File: src/rtl/coefficient_sequencer.sv
// rtl/coefficient_sequencer.sv - zigzag coefficients to JPEG (run, size, amplitude) symbols
// Optional COEF_SEQ_STATS_EN adds completed-block and transferred-symbol counters.
module coefficient_sequencer #(
  parameter int NUM_COMPONENTS = 3,
  parameter int COMP_W         = 2
) (
  input  logic              i_clock,
  input  logic              i_reset,
  input  logic              i_dc_clear,
  input  logic              i_coef_valid,
  output logic              o_coef_ready,
  input  logic [15:0]       i_coefficient,
  input  logic [COMP_W-1:0] i_comp_id,
  output logic              o_sym_valid,
  input  logic              i_sym_ready,
  output logic              o_sym_is_dc,
  output logic              o_sym_last,
  output logic [3:0]        o_sym_run,
  output logic [3:0]        o_sym_size,
  output logic [15:0]       o_sym_bits
`ifdef COEF_SEQ_STATS_EN
  ,
  output logic [31:0]       o_stat_blocks,
  output logic [31:0]       o_stat_symbols
`endif
);

  typedef enum logic [1:0] {S_ACCEPT, S_EMIT_ZRL, S_EMIT_SYM, S_EMIT_EOB} state_t;
  state_t r_state, w_next;

  logic [5:0]  r_index, r_run;
  logic [1:0]  r_pending;
  logic [15:0] r_hold;
  logic [3:0]  r_hold_run;
  logic        r_hold_last;
  logic [15:0] r_pred [NUM_COMPONENTS];

  logic        r_sym_valid, r_sym_is_dc, r_sym_last;
  logic [3:0]  r_sym_run, r_sym_size;
  logic [15:0] r_sym_bits;

  logic        w_out_free, w_xfer, w_accept, w_is_dc, w_zero, w_idx63, w_comp_ok;
  logic [15:0] w_pred_sel, w_diff, w_enc_in, w_mag, w_raw, w_mask, w_enc_bits;
  logic [4:0]  w_size_full;
  logic [3:0]  w_enc_size;

  assign w_out_free   = !r_sym_valid || i_sym_ready;
  assign w_xfer       = r_sym_valid && i_sym_ready;
  assign o_coef_ready = (r_state == S_ACCEPT) && w_out_free && !i_reset;
  assign w_accept     = i_coef_valid && o_coef_ready;
  assign w_is_dc      = (r_index == 6'd0);
  assign w_zero       = (i_coefficient == 16'd0);
  assign w_idx63      = (r_index == 6'd63);
  assign w_comp_ok    = (32'(i_comp_id) < NUM_COMPONENTS);

  // A coincident dc_clear or an unknown component both predict from zero.
  assign w_pred_sel = (i_dc_clear || !w_comp_ok) ? 16'd0 : r_pred[i_comp_id];
  assign w_diff     = i_coefficient - w_pred_sel;
  assign w_enc_in   = (r_state == S_ACCEPT) ? (w_is_dc ? w_diff : i_coefficient) : r_hold;

  // Magnitude category and ones-complement amplitude bits for negatives.
  always_comb begin
    w_mag       = w_enc_in[15] ? (~w_enc_in + 16'd1) : w_enc_in;
    w_size_full = 5'd0;
    for (int b = 0; b < 16; b++) begin
      if (w_mag[b]) w_size_full = 5'(b + 1);
    end
    w_enc_size = (w_size_full > 5'd15) ? 4'd15 : w_size_full[3:0];
    w_raw      = w_enc_in[15] ? (w_enc_in - 16'd1) : w_enc_in;
    w_mask     = (16'd1 << w_enc_size) - 16'd1;
    w_enc_bits = w_raw & w_mask;
  end

  always_ff @(posedge i_clock) begin
    if (i_reset) r_state <= S_ACCEPT;
    else         r_state <= w_next;
  end

  always_comb begin
    w_next = r_state;
    case (r_state)
      S_ACCEPT: begin
        if (w_accept && !w_is_dc && !w_zero && (r_run >= 6'd16)) w_next = S_EMIT_ZRL;
        else if (w_accept && !w_is_dc && w_zero && w_idx63)      w_next = S_EMIT_EOB;
      end
      S_EMIT_ZRL: if (w_xfer && (r_pending == 2'd1)) w_next = S_EMIT_SYM;
      S_EMIT_SYM: if (w_xfer) w_next = S_ACCEPT;
      S_EMIT_EOB: if (w_xfer) w_next = S_ACCEPT;
      default:    w_next = S_ACCEPT;
    endcase
  end

  always_ff @(posedge i_clock) begin
    if (i_reset) begin
      for (int k = 0; k < NUM_COMPONENTS; k++) r_pred[k] <= 16'd0;
    end else begin
      if (i_dc_clear) begin
        for (int k = 0; k < NUM_COMPONENTS; k++) r_pred[k] <= 16'd0;
      end
      if (w_accept && w_is_dc && w_comp_ok) r_pred[i_comp_id] <= i_coefficient;
    end
  end

  always_ff @(posedge i_clock) begin
    if (i_reset) begin
      r_index     <= 6'd0;
      r_run       <= 6'd0;
      r_pending   <= 2'd0;
      r_hold      <= 16'd0;
      r_hold_run  <= 4'd0;
      r_hold_last <= 1'b0;
      r_sym_valid <= 1'b0;
      r_sym_is_dc <= 1'b0;
      r_sym_last  <= 1'b0;
      r_sym_run   <= 4'd0;
      r_sym_size  <= 4'd0;
      r_sym_bits  <= 16'd0;
    end else begin
      if (w_xfer) r_sym_valid <= 1'b0;
      case (r_state)
        S_ACCEPT: if (w_accept) begin
          if (w_is_dc) begin
            r_sym_valid <= 1'b1;
            r_sym_is_dc <= 1'b1;
            r_sym_last  <= 1'b0;
            r_sym_run   <= 4'd0;
            r_sym_size  <= w_enc_size;
            r_sym_bits  <= w_enc_bits;
            r_index     <= 6'd1;
            r_run       <= 6'd0;
          end else if (w_zero) begin
            r_index <= r_index + 6'd1;
            if (w_idx63) begin
              // Trailing zeros collapse into a single EOB, never ZRLs.
              r_sym_valid <= 1'b1;
              r_sym_is_dc <= 1'b0;
              r_sym_last  <= 1'b1;
              r_sym_run   <= 4'd0;
              r_sym_size  <= 4'd0;
              r_sym_bits  <= 16'd0;
              r_run       <= 6'd0;
            end else begin
              r_run <= r_run + 6'd1;
            end
          end else begin
            r_index     <= r_index + 6'd1;
            r_run       <= 6'd0;
            r_sym_valid <= 1'b1;
            r_sym_is_dc <= 1'b0;
            if (r_run < 6'd16) begin
              r_sym_last <= w_idx63;
              r_sym_run  <= r_run[3:0];
              r_sym_size <= w_enc_size;
              r_sym_bits <= w_enc_bits;
            end else begin
              // Park the coefficient; the first ZRL goes out immediately.
              r_hold      <= i_coefficient;
              r_hold_run  <= r_run[3:0];
              r_hold_last <= w_idx63;
              r_pending   <= r_run[5:4];
              r_sym_last  <= 1'b0;
              r_sym_run   <= 4'd15;
              r_sym_size  <= 4'd0;
              r_sym_bits  <= 16'd0;
            end
          end
        end
        S_EMIT_ZRL: if (w_xfer) begin
          r_pending   <= r_pending - 2'd1;
          r_sym_valid <= 1'b1;
          r_sym_is_dc <= 1'b0;
          if (r_pending == 2'd1) begin
            r_sym_last <= r_hold_last;
            r_sym_run  <= r_hold_run;
            r_sym_size <= w_enc_size;
            r_sym_bits <= w_enc_bits;
          end else begin
            r_sym_last <= 1'b0;
            r_sym_run  <= 4'd15;
            r_sym_size <= 4'd0;
            r_sym_bits <= 16'd0;
          end
        end
        default: ;
      endcase
    end
  end

  assign o_sym_valid = r_sym_valid;
  assign o_sym_is_dc = r_sym_is_dc;
  assign o_sym_last  = r_sym_last;
  assign o_sym_run   = r_sym_run;
  assign o_sym_size  = r_sym_size;
  assign o_sym_bits  = r_sym_bits;

`ifdef COEF_SEQ_STATS_EN
  logic [31:0] r_stat_blocks, r_stat_symbols;

  always_ff @(posedge i_clock) begin
    if (i_reset) begin
      r_stat_blocks  <= 32'd0;
      r_stat_symbols <= 32'd0;
    end else if (w_xfer) begin
      r_stat_symbols <= r_stat_symbols + 32'd1;
      if (r_sym_last) r_stat_blocks <= r_stat_blocks + 32'd1;
    end
  end

  assign o_stat_blocks  = r_stat_blocks;
  assign o_stat_symbols = r_stat_symbols;
`endif

endmodule
File: config.mk
export PLATFORM = sky130hd
export DESIGN_NAME = coefficient_sequencer
export DESIGN_NICKNAME = d
export VERILOG_FILES = /design/src/rtl/coefficient_sequencer.sv
export SDC_FILE = /design/constraint.sdc
export NUM_CORES = 1
export LEC_CHECK = 0
export ABC_AREA = 1
export CAP_MARGIN = 20
export CORE_AREA = 2 2 153 155
export DETAILED_ROUTE_END_ITERATION = 7
export DIE_AREA = 0 0 155 157
export PLACE_DENSITY_LB_ADDON = 0.08
export SYNTH_ARGS = -nofsm -noshare
export SYNTH_HDL_FRONTEND = slang
export SYNTH_SLANG_ARGS = --single-unit
File: constraint.sdc
create_clock -name i_clock -period 8.3 [get_ports i_clock]
set_input_delay 1.66 -clock i_clock [delete_from_list [all_inputs] [get_ports i_clock]]
set_output_delay 1.66 -clock i_clock [all_outputs]
set_load 0.01 [all_outputs]
==> flow_metrics.tcl <==
set metrics [dict create \
    cts_num_sinks 116 \
    status "complete, no violations" \
    port_buffers 50 \
    path_class "in -> reg" \
    clkTransAtPathRegs_ns 0.05 \
    powerDensity_mw_per_mm2 406 \
    ant_nets 0 \
    grt_antenna_before_repair 0 \
    ys_types 62 \
    diodes 0 \
    avgSynthCellArea_um2 7.24 \
    core_area_mm2 0.0225 \
    worst_slew_pin_slew_ns 0.990 \
    synthArstFlopShare_pct 0 \
    cts_setup_buffers 0 \
    fin_nets 1166 \
    clock_skew_ns 0.0113 \
    hold_class "reg -> reg" \
    viasPerCell 5.08 \
    top_usage_layer "met2" \
    synth_seq_area_share_pct 36.4 \
    final_common_cell "nand2_1" \
    grt_use_met3_pct 4.10 \
    synthTopCellsByArea "edfxtp_1 20%, dfxtp_1 16%, nand2_1 13%" \
    vias 7197 \
    pre_cts_ws_ns 1.44 \
    yosys.area.top_type "edfxtp_1" \
    worst_r2r_path_depth 32 \
    cts_resized 0 \
    ys_ff_latch 116 \
    end_kind "flop" \
    die_w_um 155 \
    rr_endpoint "o_sym_bits[14]" \
    timing.hold.ws_ns 0.455 \
    synth_area_mm2 0.00782 \
    cts-root-buf "clkbuf_16" \
    cp_slowest_stage_delay_ns 0.77 \
    reg2reg_from "r_pred[0][0]" \
    syn_inst 1079 \
    slew_violations 0 \
    die_y_um 157 \
    dr.pass1.iters 5 \
    ys.flop_type "dfxtp_1" \
    grt_use_total_pct 20.3 \
    met2_usage_pct 31.5 \
    critPathMaxFanout 16 \
    cts_buffers 17 \
    crit_path_frequent_cell "nand2_1" \
    ys_warn_count 0 \
    wl_um 24300 \
    synth_top_area_share_pct 20.0 \
    cap_violations 0 \
    startpoint_type "input pin" \
    hold_path_startpoint "o_sym_bits[15]" \
    cts_max_level 4 \
    dp.cells 1386 \
    crit_required_ns 8.65 \
    cts_tree "built" \
    insertion_delay_ns 0.42 \
    min_to "o_sym_bits[15]" \
    row_count 55 \
    finalSetupTns_ns 0 \
    final_cells 1417 \
    drc 0 \
    rsz0062_at_grt "no" \
    grt_pass1_vias 6819 \
    clock_path_buffers 2 \
    synth_edf_count 52 \
    ff2ff_setup_slack_ns 3.75 \
    final_cell_mix "276 x nand2_1, 120 x nor2_1, 106 x inv_1" \
    whs_path_depth 2 \
    grt_max_degree 40 \
    hold_violations 0 \
    fin_crit_sh_pct 78.5 \
    max-slew-margin-rel_pct 32.3 \
    wl_per_cell_um 17.1 \
    fmax_mhz 153 \
    ios 51 \
    gp_congestion 0.914 \
    setup_ws_ns 1.78 \
    grt_pass1_wl_um 38000 \
    die-area_mm2 0.0243 \
    slowest_stage "clkdlybuf4s50_1" \
    area_growth_pct 16.3 \
    overflow 0 \
    start_util_pct 34.7 \
    place_hpwl_um 18000 \
    hold_buffers 0 \
    p_leak_nw 4.08 \
    arrival_ns 6.86 \
    layout_min_cycle_time_ns 6.52 \
    irDropWorstVdd_mv 0.191 \
    gr-usage-met1_pct 28.9 \
    setup_viol 0 \
    drt-initial-drc-count 620 \
    drive_gt1_share_pct 12.2 \
]
-- sequential cells by signal (all words and copies together) (netlist names), 4 cells and up --
signal,cells
r_hold,16
r_run,6
r_pred,52
o_sym_size,4
r_index,6
o_sym_run,4
r_hold_run,4
o_sym_bits,16
-- per-layer routing --
layer	vias to the layer above	wire length [µm]	part of all wire (%)
met3	21	1170	4.8
met4	0	364	1.5
met2	160	10900	45
li1	3661	-	-
met1	3355	11900	49
met5	-	0	0
-- worst max-delay path: cells and delay by family --
family,cells,cell delay [ns]
compound gates,5,0.65
fa+ha+maj,3,0.86
buf+inv,7,1.44
simple gates,20,2.23
-- per-stage QoR --
step	instance area (µm²)	total power (W)	utilization (%)
floorplan	7830	0.00246	-
global placement	8510	0.00301	37.8
detailed placement	8510	0.00296	37.8
CTS	9090	0.00369	40.4
global route	9090	0.00398	40.4
finish	9090	0.00369	40.4
-- area by class of cell --
class	count	area, µm²
clock buffer	28	538
clock inverter	3	42.5
fill	2312	13400
inverter	130	498
multi-input combinational	800	4270
sequential	116	2840
tap	285	357
timing repair buffer	55	538
-- cells by family after synthesis --
family / share of synthesized area, %
xor+xnor: 0.448
compound gates: 14.8
fa+ha+maj: 3.78
buf+inv: 9.16
simple gates: 35.4
other cells: 0.0480
flops: 36.4
-- cells in the mapped netlist (all sizes together) (4+ instances only) --
cell / count
buf: 14
o21ai: 65
edfxtp: 52
nand3b: 6
dfxtp: 64
a22oi: 16
nor2: 137
nand2: 301
nand3: 94
a211oi: 5
nand4: 24
a21oi: 82
a21boi: 4
inv: 127
ha: 22
clkbuf: 22
or2: 7
nor3: 8
-- power by group --
group          internal (W)  switching [W]
combinational      0.000685        0.00159
clock              0.000468       0.000250
sequential         0.000664      0.0000323
-- worst max-delay path by stage --
stage	startpoint	end	cells past startpoint
floorplan	i_comp_id[0]	o_sym_bits[14]	38
global route	i_comp_id[1]	o_sym_bits[14]	41
detailed placement	i_comp_id[1]	o_sym_bits[14]	38
global placement	i_comp_id[0]	o_sym_bits[12]	36
finish	i_comp_id[1]	o_sym_bits[14]	35
CTS	i_comp_id[1]	o_sym_bits[14]	35
(Power assumes the default switching activity.)
